==> config.mk <==
export PLATFORM = sky130hd
export DESIGN_NAME = micro_sequencer
export DESIGN_NICKNAME = d
export VERILOG_FILES = /design/src/rtl/micro_sequencer.sv
export SDC_FILE = /design/constraint.sdc
export NUM_CORES = 1
export LEC_CHECK = 0
export CELL_PAD_IN_SITES_DETAIL_PLACEMENT = 1
export CELL_PAD_IN_SITES_GLOBAL_PLACEMENT = 2
export CORE_MARGIN = 2
export CORE_UTILIZATION = 44
export CTS_CLUSTER_SIZE = 8
export DETAILED_ROUTE_END_ITERATION = 8
export PLACE_DENSITY_LB_ADDON = 0.1
export SYNTH_ARGS = -nofsm -noshare
export SYNTH_HDL_FRONTEND = slang
export SYNTH_SLANG_ARGS = --single-unit
==> constraint.sdc <==
create_clock -name clk -period 4.79 [get_ports clk]
set_clock_uncertainty 0.2 [all_clocks]
set_input_delay 0.958 -clock clk [delete_from_list [all_inputs] [get_ports clk]]
set_output_delay 0.958 -clock clk [all_outputs]
set_load 0.02 [all_outputs]
==> src/rtl/micro_sequencer.sv <==
// micro_sequencer: microprogram sequencer for the processor control unit.
// Emits the FETCH micro-op run, dispatches the opcode through a run-time
// programmable table, then emits that instruction's micro-op run.
// Registered outputs are derived from the next state so they line up with the
// state they describe; illegal is combinational because it depends on ir_in,
// which is only valid during the DECODE cycle itself.
module micro_sequencer #(
  parameter int OPW         = 6,
  parameter int UAW         = 6,
  parameter int LENW        = 4,
  parameter int MAX_LEN     = 8,
  parameter int FETCH_START = 1,
  parameter int FETCH_LEN   = 3
) (
  input  logic            clk,
  input  logic            rst_n,
  input  logic            start,
  input  logic            stop,
  input  logic [OPW-1:0]  ir_in,
  input  logic            z_flag,
  input  logic            cfg_we,
  input  logic [OPW-1:0]  cfg_op,
  input  logic [UAW-1:0]  cfg_start,
  input  logic [LENW-1:0] cfg_len,
  input  logic            cfg_cond,
  output logic [UAW-1:0]  uaddr,
  output logic            uvalid,
  output logic            decode,
  output logic            instr_done,
  output logic            illegal,
  output logic            busy
);

  localparam int DEPTH = 2 ** OPW;

  localparam logic [1:0] S_IDLE   = 2'd0;
  localparam logic [1:0] S_FETCH  = 2'd1;
  localparam logic [1:0] S_DECODE = 2'd2;
  localparam logic [1:0] S_EXEC   = 2'd3;

  localparam logic [LENW-1:0] FETCH_LAST = LENW'(FETCH_LEN - 1);
  localparam logic [LENW-1:0] MAX_LEN_L  = LENW'(MAX_LEN);
  localparam logic [LENW-1:0] LEN_ONE    = LENW'(1);
  localparam logic [LENW-1:0] LEN_ZERO   = LENW'(0);
  localparam logic [UAW-1:0]  FETCH_BASE = UAW'(FETCH_START);

  // Dispatch table storage
  logic [UAW-1:0]  tab_start_q [DEPTH];
  logic [LENW-1:0] tab_len_q   [DEPTH];
  logic            tab_cond_q  [DEPTH];

  // Sequencer state
  logic [1:0]      state_q, state_d;
  logic [LENW-1:0] step_q, step_d;
  logic [UAW-1:0]  run_base_q, run_base_d;
  logic [LENW-1:0] run_len_q, run_len_d;
  logic            stop_q, stop_d;

  // Registered outputs
  logic [UAW-1:0]  uaddr_q, uaddr_d;
  logic            uvalid_q, uvalid_d;
  logic            decode_q, decode_d;
  logic            done_q, done_d;
  logic            busy_q, busy_d;

  // Combinational helpers
  logic [UAW-1:0]  ent_start_s;
  logic [LENW-1:0] ent_len_s;
  logic            ent_cond_s;
  logic            stop_pend_s;
  logic            illegal_s;
  logic            cfg_ok_s;

  // Table read uses the pre-write contents, so a same-cycle write never
  // affects the dispatch in progress.
  assign ent_start_s = tab_start_q[ir_in];
  assign ent_len_s   = tab_len_q[ir_in];
  assign ent_cond_s  = tab_cond_q[ir_in];

  // A stop arriving this cycle counts together with an earlier one.
  assign stop_pend_s = stop_q | stop;

  // Over-long runs are rejected so no entry can exceed MAX_LEN.
  assign cfg_ok_s = cfg_we && (cfg_len <= MAX_LEN_L);

  // Dispatch table: cleared on reset, written whenever a legal cfg write arrives
  always_ff @(posedge clk or negedge rst_n) begin
    if (!rst_n) begin
      for (int i = 0; i < DEPTH; i++) begin
        tab_start_q[i] <= '0;
        tab_len_q[i]   <= '0;
        tab_cond_q[i]  <= 1'b0;
      end
    end else if (cfg_ok_s) begin
      tab_start_q[cfg_op] <= cfg_start;
      tab_len_q[cfg_op]   <= cfg_len;
      tab_cond_q[cfg_op]  <= cfg_cond;
    end else begin
      tab_start_q[cfg_op] <= tab_start_q[cfg_op];
    end
  end

  // Next-state logic: run control, dispatch and run stepping
  always_comb begin
    state_d    = state_q;
    step_d     = step_q;
    run_base_d = run_base_q;
    run_len_d  = run_len_q;
    stop_d     = stop_q;
    illegal_s  = 1'b0;
    case (state_q)
      S_IDLE: begin
        // stop is ignored while idle; the request register stays clear
        if (start) begin
          state_d = S_FETCH;
          step_d  = LEN_ZERO;
        end else begin
          state_d = S_IDLE;
        end
      end
      S_FETCH: begin
        stop_d = stop_pend_s;
        if (step_q == FETCH_LAST) begin
          state_d = S_DECODE;
          step_d  = LEN_ZERO;
        end else begin
          step_d = step_q + LEN_ONE;
        end
      end
      S_DECODE: begin
        step_d = LEN_ZERO;
        if (ent_len_s == LEN_ZERO) begin
          // Unprogrammed opcode: trap, and honour any pending stop here
          illegal_s = 1'b1;
          if (stop_pend_s) begin
            state_d = S_IDLE;
            stop_d  = 1'b0;
          end else begin
            state_d = S_FETCH;
            stop_d  = 1'b0;
          end
        end else begin
          stop_d  = stop_pend_s;
          state_d = S_EXEC;
          if (ent_cond_s && z_flag) begin
            // Taken conditional: single micro-op just past the normal run
            run_base_d = ent_start_s + UAW'(ent_len_s);
            run_len_d  = LEN_ONE;
          end else begin
            run_base_d = ent_start_s;
            run_len_d  = ent_len_s;
          end
        end
      end
      S_EXEC: begin
        if (step_q == (run_len_q - LEN_ONE)) begin
          step_d = LEN_ZERO;
          if (stop_pend_s) begin
            state_d = S_IDLE;
            stop_d  = 1'b0;
          end else begin
            state_d = S_FETCH;
            stop_d  = 1'b0;
          end
        end else begin
          stop_d = stop_pend_s;
          step_d = step_q + LEN_ONE;
        end
      end
      default: begin
        state_d = S_IDLE;
        step_d  = LEN_ZERO;
        stop_d  = 1'b0;
      end
    endcase
  end

  // Output decode of the next state, so registered outputs match the state
  always_comb begin
    uaddr_d  = '0;
    uvalid_d = 1'b0;
    decode_d = 1'b0;
    done_d   = 1'b0;
    busy_d   = (state_d != S_IDLE);
    case (state_d)
      S_FETCH: begin
        uaddr_d  = FETCH_BASE + UAW'(step_d);
        uvalid_d = 1'b1;
      end
      S_DECODE: begin
        decode_d = 1'b1;
      end
      S_EXEC: begin
        uaddr_d  = run_base_d + UAW'(step_d);
        uvalid_d = 1'b1;
        done_d   = (step_d == (run_len_d - LEN_ONE));
      end
      default: begin
        uaddr_d  = '0;
        uvalid_d = 1'b0;
      end
    endcase
  end

  // State and output registers
  always_ff @(posedge clk or negedge rst_n) begin
    if (!rst_n) begin
      state_q    <= S_IDLE;
      step_q     <= '0;
      run_base_q <= '0;
      run_len_q  <= '0;
      stop_q     <= 1'b0;
      uaddr_q    <= '0;
      uvalid_q   <= 1'b0;
      decode_q   <= 1'b0;
      done_q     <= 1'b0;
      busy_q     <= 1'b0;
    end else begin
      state_q    <= state_d;
      step_q     <= step_d;
      run_base_q <= run_base_d;
      run_len_q  <= run_len_d;
      stop_q     <= stop_d;
      uaddr_q    <= uaddr_d;
      uvalid_q   <= uvalid_d;
      decode_q   <= decode_d;
      done_q     <= done_d;
      busy_q     <= busy_d;
    end
  end

  assign uaddr      = uaddr_q;
  assign uvalid     = uvalid_q;
  assign decode     = decode_q;
  assign instr_done = done_q;
  assign busy       = busy_q;
  assign illegal    = illegal_s;

endmodule

==> impl_results.md, run 1 <==
- CTS tree: yes
- Site row count: 104
- Antenna viol nets, final: 0
- Most frequent cells in the layout: 731 x dfrtp_1, 475 x nand2_1, 395 x o21ai_0
- Reg2reg end: uaddr[5]
- Final WS setup: -0.0147 ns
- Routability cong.: 0.887
- Synth warn: 0
- CTS root buf: clkbuf_16
- Sequential area share after synthesis: 51.3%
- Buf/Inv on CP: 4
- Die height: 289 um
- Leading post-synthesis cells by cell area: dfrtp_1 51%, mux4_2 13%, mux2_2 10%
- Critical path's largest stage delay: approximately 0.63 ns
- Post-synth top area share: 51.3%
- Overall Power: 18.3 mW
- Worst Setup End Kind: register
- Fin. Hold Viols: 0
- Post-route cell area: around 0.042 mm^2
- Outcome: complete, but fails checks
- CP cell instances: buf_16 -> buf_16 -> buf_12 -> mux4_2 -> mux4_2 -> mux4_2 -> ha_4 -> a21o_1 -> a21oi_2 -> xnor2_1 -> mux2i_1 -> o21ai_2 -> ha_1 -> buf_4 -> a21oi_2 -> xnor2_1 -> a22o_1
- Drc violations: 0
- Syn_nets: 3025
- Max Cap Viol: 0
- Critical-path top delay cell: mux4_2
- Highest Clock Rate: 0.208 GHz
- Final setup vio count: 2
- # H-tree levels: 3
- RSZ-0062 raised after global routing: true
- Share of layout cells above drive strength 1: 31.8%
- Met3 Track Usage GR: 4.81%
- Final #Nets: 3175
- Via count: ~27000
- CP top delay family: multiplexers
- Failing checks: setup timing
- Fillers: 8110
- Leak: around 19 nW
- Mapped cell area: 0.0357 mm^2
- Post-synth EDFFs: 0
- Final Max Tran Viols: 0
- Die X: 289 um
- Synth Instances: 2980
- 1st-pass router iterations: 6
- CTS Buf Count: 101
- Ports: 40
- Netlist cell types: 80
- Met2 GRT Util: 49.3%
- R2R Path Start: tab_start_q[102]
- Initial antenna violation count: 4
- Ys async rst share: between 90% and 100%
- Average size of a mapped cell: between 10 and 15 um^2
- Core ar.: 0.0804 mm^2
- HP Class: input port to asynchronous set/reset pin
- Hpwl dp: roughly 88000 um
- Worst Path Max Fanout: 8
- Largest net degree at the start of global routing: a little over 100
- Clock transition at path regs: approximately 0.050 ns
- Largest area contributor in the netlist: dfrtp_1
- GRT Overall Usage: 30.5%
- Synthesis-stage register bit count: 731
- Rel. slew slack: 41.7%
- Flop2flop setup slack: 0.23 ns
- Post-route setup TNS: -0.0262 ns
- Iter 0 DRT Violations: approximately 2100
- Vias in the first global route: 28836
- Initial Utilization: 44.4%
- ANT cells: 0
- M1 GR Usage: 42.6%
- Minimum clock period: slightly below 5 ns
- Detailed-route wire length: 126000 um
- Count of input and output buffers: 39
- Placed inst area: approximately 0.039 mm^2
- Main synth FF type: dfrtp_1
- Pre-CTS WS: -0.948 ns
- Commonest non-fill, non-tap cell in the layout: dfrtp_1
- Total grt overflow: 0
- Most used routing layer: met2
- First-pass GRT wire length: 190000 um
- Most frequent CP cell: mux4_2
- Avg Vias per Cell: 6.38
- Slew @ Worst Pin: 0.874 ns
- Full die area: 0.0834 mm^2
- Routed wire per std cell: 29.9 um
- Worst VDD drop: 0.297 mV
- Setup Crit Path Kind: input port to register
- Max clock buf depth: 3
- Finished Core Util: 52.3%
- PD cells: 434 mW/mm^2
- Period utilization: 100%
- Clock Latency Late Sink: 0.66 ns
- Num Clock Sinks: 731
- CP arrival: around 5.1 ns
- Startpoint types: input port
- CP Data Required Time: 5.12 ns
- Worst r2r path cells: 15
- Area Overhead vs Synth: 17.9%
-- registers in the layout (all words and copies together) (netlist names) --
signal and flops:
state_q 2, uvalid 1, step_q 4, tab_cond_q 64
tab_len_q 256, uaddr 6, run_len_q 4, tab_start_q 384
instr_done 1, busy 1, stop_q 1, decode 1
run_base_q 6
-- layer usage --
metal	vias to the layer above	share of wire (%)	routed length [um]
li1	11304	-	-
met1	14311	43	54400
met2	903	48	60000
met3	273	5.9	7460
met4	4	3.1	3870
met5	-	0.018	23
-- worst max path at each step --
stage	from	endpoint	slack, ns	depth (start not counted)
after global routing	ir_in[0]	uaddr[5]	-0.06	17
after detailed placement	ir_in[4]	uaddr[5]	-0.95	18
final	ir_in[0]	uaddr[4]	-0.01	17
after global placement	ir_in[4]	uaddr[5]	-0.83	18
after floorplan	ir_in[0]	uaddr[5]	-0.94	22
after CTS	ir_in[0]	uaddr[5]	0.003	17
-- final cells by class --
class	count	area, um^2	share of cell area, %
clock buffers	107	2570	6.11
well taps	1060	1330	3.15
clock inverters	6	93.8	0.223
flip-flops and latches	731	18300	43.5
repair buffers	322	3280	7.80
multi-input cells	1957	16400	39.1
inverters	17	63.8	0.152
-- logic make-up after synthesis --
| logic type | share of synthesized area, % |
|---|---|
| AOI/OAI and AO/OA | 12.2 |
| xor gates and xnor gates | 0.558 |
| adders and majority gates | 0.603 |
| buffers and inverters | 3.48 |
| DFF | 51.3 |
| muxes | 23.8 |
| and+or+nand+nor | 8.13 |
-- where the power goes --
part	internal (mW)	switching, mW
clock	3.75	2.67
sequential	7.17	0.879
combinational	1.79	2.02
-- per-stage QoR --
stage / hold WS (ns) / instances
final: 0.134 / 4200
after CTS: 0.168 / 4187
after detailed placement: 0.284 / 4067
after global placement: 0.276 / 4067
after floorplan: 0.261 / 2980
after global routing: 0.172 / 4200
-- cells in the mapped netlist (3+ instances only) --
cell type / number
and3b_1: 3
buf_6: 5
nor3_1: 10
buf_1: 31
nand3_1: 71
and2_1: 9
nand4_1: 39
o211ai_1: 7
nor2_1: 19
nand2_1: 476
o21ai_0: 399
and3_1: 3
mux2i_1: 15
a221oi_1: 18
a31oi_1: 3
a211oi_1: 3
a311oi_1: 6
a41oi_1: 3
buf_2: 34
a22oi_1: 174
clkbuf_1: 196
o21ai_1: 6
dfrtp_1: 731
mux2_2: 321
xnor2_1: 14
nor2b_1: 5
ha_1: 14
xor2_1: 6
o22ai_1: 6
a21o_1: 5
buf_4: 6
nor3b_1: 11
a21oi_1: 21
mux4_2: 207
a22o_1: 26
nand2b_1: 4
inv_1: 15
-- repair_timing --
item	CTS	global route
gates resized for setup	16	41
setup buffers	6	11
hold buffers	0	0
pin swaps	5	17
gates cloned	1	3
hold endpoints to repair	0	0
setup endpoints to repair	6	5
(Power assumes the default switching activity.)
==> run 2: changes to the inputs <==
CAP_MARGIN = 10   (was not set)
==> results of run 2 <==
Same layout as run 1: the final DEF is identical, and so are final timing and power.
